**src/rtl/mem_arb_pkg.sv**
```systemverilog
// mem_arb_pkg: shared types and burst-counter sizing for mem_arbiter
package mem_arb_pkg;
    typedef enum logic {RUN, HALT} state_t;
    typedef enum logic [1:0] {NONE, CPU, DBG} owner_t;
    localparam int BURST_MAX_DEF = 4;
    function automatic int burst_w(input int max_cnt);
        return $clog2(max_cnt + 1);
    endfunction
    localparam int BURST_W = burst_w(BURST_MAX_DEF);
endpackage

```
**src/rtl/mem_arbiter.sv**
```systemverilog
// mem_arbiter: shares a 1-cycle-latency block RAM between the CPU memory path and a debug/loader port
module mem_arbiter
    import mem_arb_pkg::*;
#(
    parameter int ADDR_W = 8,
    parameter int DATA_W = 32,
    parameter int DBG_BURST_MAX = BURST_MAX_DEF
) (
    input  logic              clk,
    input  logic              rst,
    input  logic              cpu_req,
    input  logic              cpu_we,
    input  logic [31:0]       cpu_addr,
    input  logic [DATA_W-1:0] cpu_wdata,
    output logic [DATA_W-1:0] cpu_rdata,
    output logic              cpu_rvalid,
    output logic              cpu_stall,
    input  logic              dbg_halt,
    output logic              halted,
    input  logic              dbg_req,
    input  logic              dbg_we,
    input  logic [ADDR_W-1:0] dbg_addr,
    input  logic [DATA_W-1:0] dbg_wdata,
    output logic              dbg_gnt,
    output logic [DATA_W-1:0] dbg_rdata,
    output logic              dbg_rvalid,
    output logic              mem_we,
    output logic [ADDR_W-1:0] mem_addr,
    output logic [DATA_W-1:0] mem_wdata,
    input  logic [DATA_W-1:0] mem_rdata,
    output logic              err_oob
);
    localparam int CW = burst_w(DBG_BURST_MAX) > BURST_W ? burst_w(DBG_BURST_MAX) : BURST_W;
    state_t            state;
    owner_t            owner;
    logic [CW-1:0]     burst_cnt;
    logic [ADDR_W-1:0] addr_q;
    logic [DATA_W-1:0] cpu_hold, dbg_hold;
    logic              oob_q;
    logic              cpu_gnt, oob, burst_ok;

    assign oob       = |cpu_addr[31:ADDR_W+2];
    assign burst_ok  = burst_cnt < CW'(DBG_BURST_MAX);
    assign dbg_gnt   = dbg_req & ((state == HALT) | ~cpu_req | burst_ok);
    assign cpu_gnt   = cpu_req & (state == RUN) & ~dbg_gnt;
    assign cpu_stall = cpu_req & ~cpu_gnt;
    assign halted    = state == HALT;
    // out-of-range CPU accesses still take the slot but never write
    assign mem_we    = cpu_gnt ? cpu_we & ~oob : dbg_gnt & dbg_we;
    assign mem_addr  = cpu_gnt ? cpu_addr[ADDR_W+1:2] : dbg_gnt ? dbg_addr : addr_q;
    assign mem_wdata = cpu_gnt ? cpu_wdata : dbg_wdata;
    assign cpu_rvalid = owner == CPU;
    assign dbg_rvalid = owner == DBG;
    assign cpu_rdata  = cpu_rvalid ? (oob_q ? '0 : mem_rdata) : cpu_hold;
    assign dbg_rdata  = dbg_rvalid ? mem_rdata : dbg_hold;

    always_ff @(posedge clk or posedge rst) begin
        if (rst) begin
            state     <= RUN;
            owner     <= NONE;
            burst_cnt <= '0;
            addr_q    <= '0;
            cpu_hold  <= '0;
            dbg_hold  <= '0;
            oob_q     <= 1'b0;
            err_oob   <= 1'b0;
        end else begin
            state     <= dbg_halt ? HALT : RUN;
            owner     <= cpu_gnt & ~cpu_we ? CPU : dbg_gnt & ~dbg_we ? DBG : NONE;
            burst_cnt <= (~cpu_req | cpu_gnt) ? '0 : (dbg_gnt & burst_ok) ? burst_cnt + 1'b1 : burst_cnt;
            addr_q    <= mem_addr;
            cpu_hold  <= cpu_rdata;
            dbg_hold  <= dbg_rdata;
            oob_q     <= oob;
            err_oob   <= err_oob | (cpu_gnt & oob);
        end
    end
endmodule
```
**config.mk**
```make
export PLATFORM = sky130hd
export DESIGN_NAME = mem_arbiter
export DESIGN_NICKNAME = d
export VERILOG_FILES = /design/src/rtl/mem_arb_pkg.sv /design/src/rtl/mem_arbiter.sv
export SDC_FILE = /design/constraint.sdc
export NUM_CORES = 1
export LEC_CHECK = 0
export CAP_MARGIN = 25
export CORE_MARGIN = 10
export CORE_UTILIZATION = 30
export DETAILED_ROUTE_END_ITERATION = 8
export PLACE_DENSITY = 0.79
export SYNTH_ARGS = -nofsm -noshare
export SYNTH_HDL_FRONTEND = slang
export SYNTH_SLANG_ARGS = --single-unit
```
**constraint.sdc**
```tcl
create_clock -name clk -period 6.1 [get_ports clk]
set_clock_uncertainty 0.2 [all_clocks]
set_input_delay 1.83 -clock clk [delete_from_list [all_inputs] [get_ports clk]]
set_output_delay 1.83 -clock clk [all_outputs]
set_load 0.01 [all_outputs]
```
==> flow_metrics.py, run 1 <==
metrics = {
    "finish": {
        "fillCellCount": 1093,
        "antenna-diode-count": 0,
        "final_common_cell": "sky130_fd_sc_hd__clkdlybuf4s50_1",
        "final_layout_size_suffix_gt1_frac": 0.186,
        "final_stage_net_count": 705,
        "mostFrequentLayoutCells": "sky130_fd_sc_hd__clkdlybuf4s50_1, sky130_fd_sc_hd__dfrtp_1, sky130_fd_sc_hd__mux2_2, sky130_fd_sc_hd__mux2_4",
        "syn2layout_area_growth_pct": 76.6,
        "final_cell_count_no_fill": 737,
    },
    "clock_network": {
        "clock_sink_count": 80,
        "cts.path.max_buffers": 2,
        "cts.repair_timing.setup_buffer_count": 0,
        "tritoncts.num_buffers": 9,
        "cts_max_level": 3,
        "source_to_sink_clock_delay_at_the_later_pin_of_the_worst_skew_pair_ps": 330,
        "cts_tree": "built",
        "post_cts_resize_count": 0,
        "cts.clk_slew.worst_paths_ps": 60,
        "cts-root-buf": "sky130_fd_sc_hd__clkbuf_16",
        "cts.hold.buffers_added": 0,
    },
    "setup_path": {
        "worst_ep_arrival_time_ps": 3820,
        "r2r_setup_slack_ps": 4080,
        "setup.worst_path.end_class": "output port",
        "worstPathMaxFanout": 14,
        "startpoint": "cpu_req",
        "r2r-end": "dbg_hold[7]$_DFF_PP0_",
        "worst_r2r_path_depth": 2,
        "worst_r2r_startpoint": "owner[0]$_DFF_PP0_",
        "cp_data_required_time_ps": 4070,
        "crit_path_start_kind": "input pin",
        "kind_of_critical_path": "input pin to output port",
    },
    "sta": {
        "rsz_0062_raised_after_global_routing": "false",
        "slew_headroom": 0.310,
        "final_hold_viol_count": 0,
        "worstMarginPinSlew_ps": 1030,
        "final_tns_setup_ps": 0,
        "min_period_over_period": 0.959,
        "max_freq_mhz": 171,
        "timing.final.max_slew_violations": 0,
        "setup_violations": 0,
        "final_period_minus_worst_setup_slack_ps": 5850,
    },
    "floorplan": {
        "floorplan.core_area_sq_mm": 0.0127,
        "ioPinCount": 254,
        "start_util": 0.307,
        "chipHeight_um": 134,
        "fp.dieArea_sq_mm": 0.0179,
        "core.rowCount": 41,
        "floorplan.die.width_um": 134,
    },
    "route": {
        "wl_per_cell_um": 20.5,
        "drtAntennaViolNets": 0,
        "finalWirelength_um": 15100,
        "drtIter0Drc": 122,
        "drt_first_pass_iters": 4,
        "vias": 3313,
        "mean_number_of_vias_per_cell": 4.50,
        "drc": 0,
    },
    "yosys": {
        "synth_edf_count": 0,
        "postSynth.asyncResetShare": 1.00,
        "area_fraction_in_compound_gates_after_synthesis": 0.0505,
        "netlist-cell-type-count": 29,
        "synthesis.yosys.warnings": 0,
        "synth_sequential_area_ratio": 0.515,
        "yosys.area_share.adder": 0.00322,
        "syn_inst": 313,
        "mappedNetlistArea_sq_mm": 0.00389,
        "dominant_combinational_cell_family_by_area_after_synthesis": "multiplexers",
        "synth.mux.area_fraction": 0.270,
        "postSynthRegisterBits": 80,
        "synthesis.area_per_instance_sq_um": 12.4,
        "synth_xor_xnor_area_share": 0.00225,
        "predominant_post_synthesis_flop_cell": "sky130_fd_sc_hd__dfrtp_1",
        "post_synth_and_or_nand_nor_area_fraction": 0.124,
        "synth_nets": 457,
    },
    "flow_run": {
        "maxCapViolCount": 0,
    },
    "power_and_ir_drop": {
        "vdd_drop_max_mv": 0.116,
        "static-leakage-power_uw": 0.00288,
        "power_per_standard_cell_area_mw_per_mm2": 235,
    },
    "place": {
        "place.detailed.hpwl_um": 12700,
        "gpl_wtd_cong": 0.816,
        "io_buffer_count": 251,
        "dp.cells": 721,
    },
    "outcome": {
        "run_status": "completed",
    },
    "min_path": {
        "hold-path-cell-count": 1,
        "hold_path_end": "dbg_hold[23]$_DFF_PP0_",
        "holdCritStartpoint": "dbg_hold[23]$_DFF_PP0_",
        "timing.hold.worst.class": "flip-flop to flip-flop",
    },
    "grt": {
        "antenna_found_initial": 0,
        "global_route_usage_over_all_layers": 0.167,
        "grt_first_pass_wirelength_um": 22900,
        "largest_net_degree_at_the_start_of_global_routing": 66,
        "grt_residual_overflow": 0,
        "first_global_vias": 3881,
    },
}
[kinds of logic after synthesis]
family,after synthesis
AOI/OAI and AO/OA,38
buffers and inverters,23
DFF,80
xor gates and xnor gates,1
and+or+nand+nor,89
adders and majority gates,1
muxes,81
[how the worst max path moves through the flow]
stage | end | depth (start not counted) | slack, ps
2_1_floorplan | mem_we | 3 | 1450
3_3_place_gp | mem_we | 6 | 290
5_1_grt | mem_wdata[31] | 6 | 220
6_report | mem_wdata[26] | 6 | 250
3_5_place_dp | mem_we | 6 | 250
4_1_cts | mem_we | 6 | 250
[flip-flops by register name, indices dropped and copies added, names as in the netlist]
register and flops:
addr_q 8, burst_cnt 3, cpu_hold 32, dbg_hold 32, err_oob 1, halted 1
oob_q 1, owner 2
[synthesized netlist by cell type, types with 3 or more instances]
master | number | area, sq um
sky130_fd_sc_hd__clkbuf_1 | 7 | 26.3
sky130_fd_sc_hd__nor2_1 | 7 | 26.3
sky130_fd_sc_hd__buf_6 | 4 | 45.0
sky130_fd_sc_hd__o21ai_0 | 33 | 165
sky130_fd_sc_hd__mux2_2 | 43 | 484
sky130_fd_sc_hd__a21oi_1 | 3 | 15.0
sky130_fd_sc_hd__mux2_4 | 37 | 556
sky130_fd_sc_hd__inv_1 | 4 | 15.0
sky130_fd_sc_hd__buf_4 | 4 | 30.0
sky130_fd_sc_hd__nand2_1 | 32 | 120
sky130_fd_sc_hd__nor4_1 | 4 | 25.0
sky130_fd_sc_hd__nand2b_1 | 34 | 213
sky130_fd_sc_hd__buf_2 | 4 | 20.0
sky130_fd_sc_hd__dfrtp_1 | 80 | 2000
[layout make-up]
type                       count  area [sq um]  share of cell area
clock buffer                  12           256              0.0374
clock inverter                 3          26.3             0.00383
inverter                       4          16.3             0.00237
multi-input combinational    210          1760               0.256
sequential                    80          2000               0.292
tap                          172           215              0.0314
timing repair buffer         256          2590               0.377
[per-layer routing]
| metal | part of all wire | track usage | vias up | wire (um) |
|---|---|---|---|---|
| li1 | - | - | 1565 | - |
| met1 | 0.31 | 0.148 | 1552 | 4760 |
| met2 | 0.54 | 0.305 | 159 | 8120 |
| met3 | 0.093 | 0.0676 | 37 | 1410 |
| met4 | 0.056 | 0.108 | 0 | 841 |
| met5 | 0 | 0 | - | 0 |
[report_power, final]
part	switching, uW	internal [uW]	leakage [uW]
sequential	18.0	597	0.00100
combinational	185	296	0.00174
clock	215	299	0.000139
total	418	1190	0.00288
[per-stage QoR]
stage / instance area (sq um) / util / hold slack, ps / total power, uW / worst slack [ps]
2_1_floorplan: 3890 / - / 276 / 804 / 1450
3_3_place_gp: 6560 / 0.518 / 273 / 1100 / 289
3_5_place_dp: 6560 / 0.518 / 283 / 1110 / 251
4_1_cts: 6840 / 0.540 / 298 / 1640 / 249
5_1_grt: 6860 / 0.542 / 312 / 1690 / 225
6_report: 6860 / 0.542 / 295 / 1610 / 252
[critical path, cell delays in order]
cell	delay (ps)
sky130_fd_sc_hd__clkdlybuf4s50_1	530
sky130_fd_sc_hd__nor2b_4	220
sky130_fd_sc_hd__nand2_4	160
sky130_fd_sc_hd__buf_12	200
sky130_fd_sc_hd__mux2_4	300
sky130_fd_sc_hd__clkdlybuf4s50_1	570
(Power assumes the default switching activity.)
==> run 2: changes to the inputs <==
--- a/config.mk
+++ b/config.mk
@@ -6,10 +6,10 @@
 export NUM_CORES = 1
 export LEC_CHECK = 0
 export CAP_MARGIN = 25
-export CORE_MARGIN = 10
 export CORE_UTILIZATION = 30
 export DETAILED_ROUTE_END_ITERATION = 8
 export PLACE_DENSITY = 0.79
+export REMOVE_ABC_BUFFERS = 1
 export SYNTH_ARGS = -nofsm -noshare
 export SYNTH_HDL_FRONTEND = slang
 export SYNTH_SLANG_ARGS = --single-unit
==> run 2 against run 1 <==
Highest routed layer unchanged. Largest power group unchanged. First-iteration DRC count shrank 24%. Count of clock-buffer cells in the layout decreased by 1. Setup slack gained 88 ps.
==> flow_metrics.py, run 2 (synthesis gave the netlist of run 1 again) <==
metrics = {
    "grt": {
        "grt_first_pass_wirelength_um": 17800,
        "grt_residual_overflow": 0,
        "global_route_usage_over_all_layers": 0.178,
        "largest_net_degree_at_the_start_of_global_routing": 46,
        "first_global_vias": 3468,
        "antenna_found_initial": 0,
    },
    "floorplan": {
        "ioPinCount": 254,
        "floorplan.core_area_sq_mm": 0.0126,
        "start_util": 0.308,
        "core.rowCount": 41,
        "chipHeight_um": 116,
        "fp.dieArea_sq_mm": 0.0134,
        "floorplan.die.width_um": 116,
    },
    "setup_path": {
        "cpPeakStageDelay_ps": 520,
        "crit_buf_inv": 3,
        "worst_r2r_path_depth": 4,
        "worst_ep_arrival_time_ps": 3730,
        "kind_of_critical_path": "input pin to output port",
        "path_cells": "clkdlybuf4s50_1, nor2b_4, nand2_4, buf_12, mux2_4, clkdlybuf4s50_1",
        "crit_cells": 6,
        "crit_path_start_kind": "input pin",
        "setup.worst_path.end_class": "output port",
        "worstPathMaxFanout": 25,
        "critical_path_s_most_frequent_cell": "sky130_fd_sc_hd__clkdlybuf4s50_1",
        "worst_path_cell_with_the_longest_stage_delay": "sky130_fd_sc_hd__clkdlybuf4s50_1",
        "cp_delay_by_family_top": "buffers and inverters",
        "cp_data_required_time_ps": 4070,
    },
    "sta": {
        "rsz_0062_raised_after_global_routing": "false",
        "timing.final.max_slew_violations": 0,
        "worst_hold_slack_ps": 295,
        "final_tns_setup_ps": 0,
        "worstMarginPinSlew_ps": 907,
        "final_period_minus_worst_setup_slack_ps": 5760,
        "final_hold_viol_count": 0,
        "max_freq_mhz": 174,
        "slew_headroom": 0.395,
        "setup_violations": 0,
        "min_period_over_period": 0.944,
    },
    "place": {
        "dp.cells": 722,
        "io_buffer_count": 251,
        "gpl_wtd_cong": 0.860,
        "place.detailed.hpwl_um": 9550,
    },
    "power_and_ir_drop": {
        "internal_power_uw": 1260,
        "power_per_standard_cell_area_mw_per_mm2": 240,
        "seq_power_share": 0.371,
        "static-leakage-power_uw": 0.00290,
        "clock_power_share": 0.347,
        "vdd_drop_max_mv": 0.121,
        "p_comb_frac": 0.282,
        "p_sw_uw": 396,
        "switching_part_of_the_total": 0.239,
    },
    "min_path": {
        "hold-path-cell-count": 2,
        "timing.hold.worst.class": "flip-flop to flip-flop",
    },
    "clock_network": {
        "source_to_sink_clock_delay_at_the_later_pin_of_the_worst_skew_pair_ps": 330,
        "cts_tree": "built",
        "cts-root-buf": "sky130_fd_sc_hd__clkbuf_16",
        "post_cts_resize_count": 0,
        "cts.path.max_buffers": 2,
        "cts.hold.buffers_added": 0,
        "tritoncts.num_buffers": 9,
        "clock_sink_count": 80,
        "cts.clk_slew.worst_paths_ps": 60,
        "cts_max_level": 3,
        "cts.repair_timing.setup_buffer_count": 0,
    },
    "route": {
        "mean_number_of_vias_per_cell": 4.45,
        "drc": 0,
        "vias": 3285,
        "wl_per_cell_um": 16.1,
        "finalWirelength_um": 11900,
        "drt_first_pass_iters": 4,
        "drtIter0Drc": 93,
        "drtAntennaViolNets": 0,
    },
    "finish": {
        "final_common_cell": "sky130_fd_sc_hd__clkdlybuf4s50_1",
        "final_layout_size_suffix_gt1_frac": 0.189,
        "mostFrequentLayoutCells": "sky130_fd_sc_hd__clkdlybuf4s50_1, sky130_fd_sc_hd__dfrtp_1, sky130_fd_sc_hd__mux2_2, sky130_fd_sc_hd__mux2_4",
        "syn2layout_area_growth_pct": 77.8,
        "final_cell_count_no_fill": 739,
        "fillCellCount": 1098,
        "antenna-diode-count": 0,
        "layout_top_registers": "cpu_hold x32, dbg_hold x32, addr_q x8",
        "final_stage_net_count": 706,
    },
    "outcome": {
        "run_status": "completed",
    },
    "flow_run": {
        "maxCapViolCount": 0,
    },
}
-- run 2: power by group through the flow --
| stage | sequential, uW | clock, uW | combinational, uW |
|---|---|---|---|
| after floorplan | 619 | 0 | 180 |
| after global placement | 621 | 0 | 462 |
| after detailed placement | 625 | 0 | 470 |
| after CTS | 616 | 593 | 472 |
| after global routing | 622 | 613 | 501 |
| final | 615 | 575 | 468 |
-- run 2: per-stage QoR --
stage	utilization	setup slack [ps]	power [uW]	instance area (sq um)
after floorplan	-	1210	799	3760
after global placement	0.519	360	1080	6550
after detailed placement	0.520	308	1100	6570
after CTS	0.546	308	1680	6890
after global routing	0.547	281	1740	6910
final	0.547	340	1660	6910
-- run 2: final cells by class --
type	instances	area [sq um]	share of cell area
Multi-Input combinational cell	210	1760	0.254
Sequential cell	80	2000	0.290
Clock inverter	5	80.1	0.0116
Timing Repair Buffer	257	2590	0.376
Inverter	4	16.3	0.00235
Clock buffer	11	243	0.0351
Tap cell	172	215	0.0311
-- run 2: final timing paths --
kind,from,endpoint,slack (ps)
max in group asynchronous,rst,cpu_hold[18]$_DFF_PP0_,3030
min reg2reg,cpu_hold[27]$_DFF_PP0_,cpu_hold[27]$_DFF_PP0_,300
min in group asynchronous,rst,oob_q$_DFF_PP0_,1700
max reg2reg,burst_cnt[2]$_DFFE_PP0P_,addr_q[5]$_DFF_PP0_,4410
max,cpu_req,mem_addr[6],340
min,cpu_hold[27]$_DFF_PP0_,cpu_hold[27]$_DFF_PP0_,300
-- run 2: per-layer routing --
layer / global-route usage / vias to the layer above / routed length, um / share of wire
li1: - / 1570 / - / -
met1: 0.192 / 1550 / 4400 / 0.37
met2: 0.319 / 150 / 6290 / 0.53
met3: 0.0601 / 15 / 1000 / 0.084
met4: 0.0684 / 0 / 212 / 0.018
met5: 0 / - / 0 / 0
-- run 2: worst min-delay path, cell delays in order (launching register included) --
cell	delay [ps]
sky130_fd_sc_hd__dfrtp_1	320
sky130_fd_sc_hd__nand2_1	40
sky130_fd_sc_hd__o21ai_0	90
==> run 3: changes to the inputs <==
--- a/config.mk
+++ b/config.mk
@@ -6,9 +6,11 @@
 export NUM_CORES = 1
 export LEC_CHECK = 0
 export CAP_MARGIN = 25
+export CORE_MARGIN = 4
 export CORE_UTILIZATION = 30
 export DETAILED_ROUTE_END_ITERATION = 8
-export PLACE_DENSITY = 0.79
+export DONT_BUFFER_PORTS = 1
+export PLACE_DENSITY = 0.54
 export REMOVE_ABC_BUFFERS = 1
 export SYNTH_ARGS = -nofsm -noshare
 export SYNTH_HDL_FRONTEND = slang
==> run 3 against run 2 <==
Via count shrank 27%. Critical endpoint is now mem_addr[7]. Final cell count shrank 34%. Power shrank 15%. Final area shrank 37%. Routed wire length shrank 9.9%. Critical path depth shrank 3. Die area grew 11%. Sequential cell count is the same. Highest routed layer unchanged. First-iteration DRC count grew 9.7%. Register-to-register slack lost 340 ps. Clock power grew 1%.
==> flow_metrics.py, run 3 (synthesis gave the netlist of run 1 again) <==
metrics = {
    "outcome": {
        "run_status": "completed",
    },
    "setup_path": {
        "worst_ep_arrival_time_ps": 2970,
        "worstPathMaxFanout": 43,
        "worst_path_cell_with_the_longest_stage_delay": "sky130_fd_sc_hd__nand2_4",
        "path_cells": "nor2b_4, nand2_4, mux2_2",
        "kind_of_critical_path": "input pin to output port",
        "r2r-end": "cpu_hold[9]$_DFF_PP0_",
        "r2r_setup_slack_ps": 4070,
        "worst_r2r_startpoint": "owner[1]$_DFF_PP0_",
        "crit_path_start_kind": "input pin",
        "worst_r2r_path_depth": 3,
        "cpPeakStageDelay_ps": 540,
        "cp_data_required_time_ps": 4070,
        "setup.worst_path.end_class": "output port",
    },
    "clock_network": {
        "cts.path.max_buffers": 2,
        "cts.clk_slew.worst_paths_ps": 60,
        "cts_tree": "built",
        "cts_max_level": 3,
        "cts.repair_timing.setup_buffer_count": 0,
        "clock_sink_count": 80,
        "post_cts_resize_count": 0,
        "cts-root-buf": "sky130_fd_sc_hd__clkbuf_16",
        "tritoncts.num_buffers": 9,
        "source_to_sink_clock_delay_at_the_later_pin_of_the_worst_skew_pair_ps": 340,
        "cts.hold.buffers_added": 0,
    },
    "power_and_ir_drop": {
        "power_per_standard_cell_area_mw_per_mm2": 324,
        "static-leakage-power_uw": 0.00191,
        "vdd_drop_max_mv": 0.114,
    },
    "route": {
        "finalWirelength_um": 10700,
        "mean_number_of_vias_per_cell": 4.91,
        "drc": 0,
        "drtAntennaViolNets": 0,
        "drtIter0Drc": 102,
        "wl_per_cell_um": 22.1,
        "vias": 2382,
        "drt_first_pass_iters": 4,
    },
    "sta": {
        "final_period_minus_worst_setup_slack_ps": 5000,
        "rsz_0062_raised_after_global_routing": "false",
        "worstMarginPinSlew_ps": 936,
        "min_period_over_period": 0.820,
        "slew_headroom": 0.376,
        "timing.final.max_slew_violations": 0,
        "max_freq_mhz": 200,
        "final_tns_setup_ps": 0,
        "setup_violations": 0,
        "final_hold_viol_count": 0,
    },
    "min_path": {
        "holdCritStartpoint": "burst_cnt[2]$_DFFE_PP0P_",
        "hold_path_end": "burst_cnt[2]$_DFFE_PP0P_",
        "timing.hold.worst.class": "flip-flop to flip-flop",
        "hold-path-cell-count": 2,
    },
    "finish": {
        "seq_area_sq_mm": 0.00200,
        "final_common_cell": "sky130_fd_sc_hd__dfrtp_1",
        "multiInputGateArea_sq_mm": 0.00176,
        "mostFrequentLayoutCells": "sky130_fd_sc_hd__dfrtp_1, sky130_fd_sc_hd__mux2_2, sky130_fd_sc_hd__mux2_4, sky130_fd_sc_hd__nand2b_1, sky130_fd_sc_hd__o21ai_0",
        "syn2layout_area_growth_pct": 12.2,
        "final_stage_net_count": 452,
        "fin_area_sq_mm": 0.00436,
        "fillCellCount": 1295,
        "antenna-diode-count": 0,
        "layout_top_registers": "cpu_hold x32, dbg_hold x32, addr_q x8",
        "final_layout_size_suffix_gt1_frac": 0.332,
    },
    "floorplan": {
        "floorplan.die.width_um": 122,
        "floorplan.core_area_sq_mm": 0.0127,
        "ioPinCount": 254,
        "start_util": 0.307,
        "core.rowCount": 41,
        "chipHeight_um": 122,
        "fp.dieArea_sq_mm": 0.0148,
    },
    "grt": {
        "largest_net_degree_at_the_start_of_global_routing": 44,
        "grt_residual_overflow": 0,
        "first_global_vias": 2480,
        "grt_first_pass_wirelength_um": 15100,
        "global_route_usage_over_all_layers": 0.140,
        "antenna_found_initial": 0,
    },
    "place": {
        "gpl_wtd_cong": 0.791,
        "detailed_place.area_sq_mm": 0.00402,
        "io_buffer_count": 0,
        "place.detailed.hpwl_um": 8290,
    },
    "flow_run": {
        "maxCapViolCount": 0,
    },
}
-- run 3: per-stage QoR --
stage / instances / setup WS [ps] / hold slack [ps] / utilization / power (uW)
after global placement: 467 / 1110 / 298 / 0.316 / 841
after global routing: 485 / 1050 / 353 / 0.344 / 1480
after CTS: 484 / 1100 / 333 / 0.343 / 1440
final: 485 / 1100 / 329 / 0.344 / 1420
after floorplan: 294 / 1210 / 276 / - / 799
after detailed placement: 468 / 1100 / 320 / 0.317 / 849
-- run 3: final cells by class --
cell class / instances / area share
well taps: 172 / 0.0493
inverters: 4 / 0.00373
multi-input cells: 210 / 0.403
flip-flops and latches: 80 / 0.459
clock inverters: 5 / 0.0184
clock buffers: 11 / 0.0557
repair buffers: 3 / 0.0109
-- run 3: how the worst max path moves through the flow --
stage                  from          end  slack (ps)  depth (start not counted)
floorplan           cpu_req  mem_addr[0]        1210                          3
global placement    cpu_req  mem_addr[7]        1110                          3
detailed placement  cpu_req  mem_addr[7]        1100                          3
CTS                 cpu_req  mem_addr[7]        1100                          3
global route        cpu_req  mem_addr[7]        1050                          3
finish              cpu_req  mem_addr[7]        1100                          3
-- run 3: worst max-delay path: cells and delay by family --
family,cells,cell delay (ps)
multiplexers,1,460
AND/OR/NAND/NOR,2,660
-- run 3: per-layer routing --
layer	global-route usage	vias to the layer above	share of wire
met4	0.0763	0	0.035
li1	-	1062	-
met5	0	-	0
met3	0.0738	18	0.13
met1	0.142	1136	0.34
met2	0.230	166	0.50
-- run 3: where the power goes --
part | internal, uW | total, uW | leakage (uW) | switching (uW)
sequential | 597 | 614 | 0.00100 | 16.9
combinational | 85.1 | 220 | 0.000758 | 135
clock | 369 | 581 | 0.000152 | 212
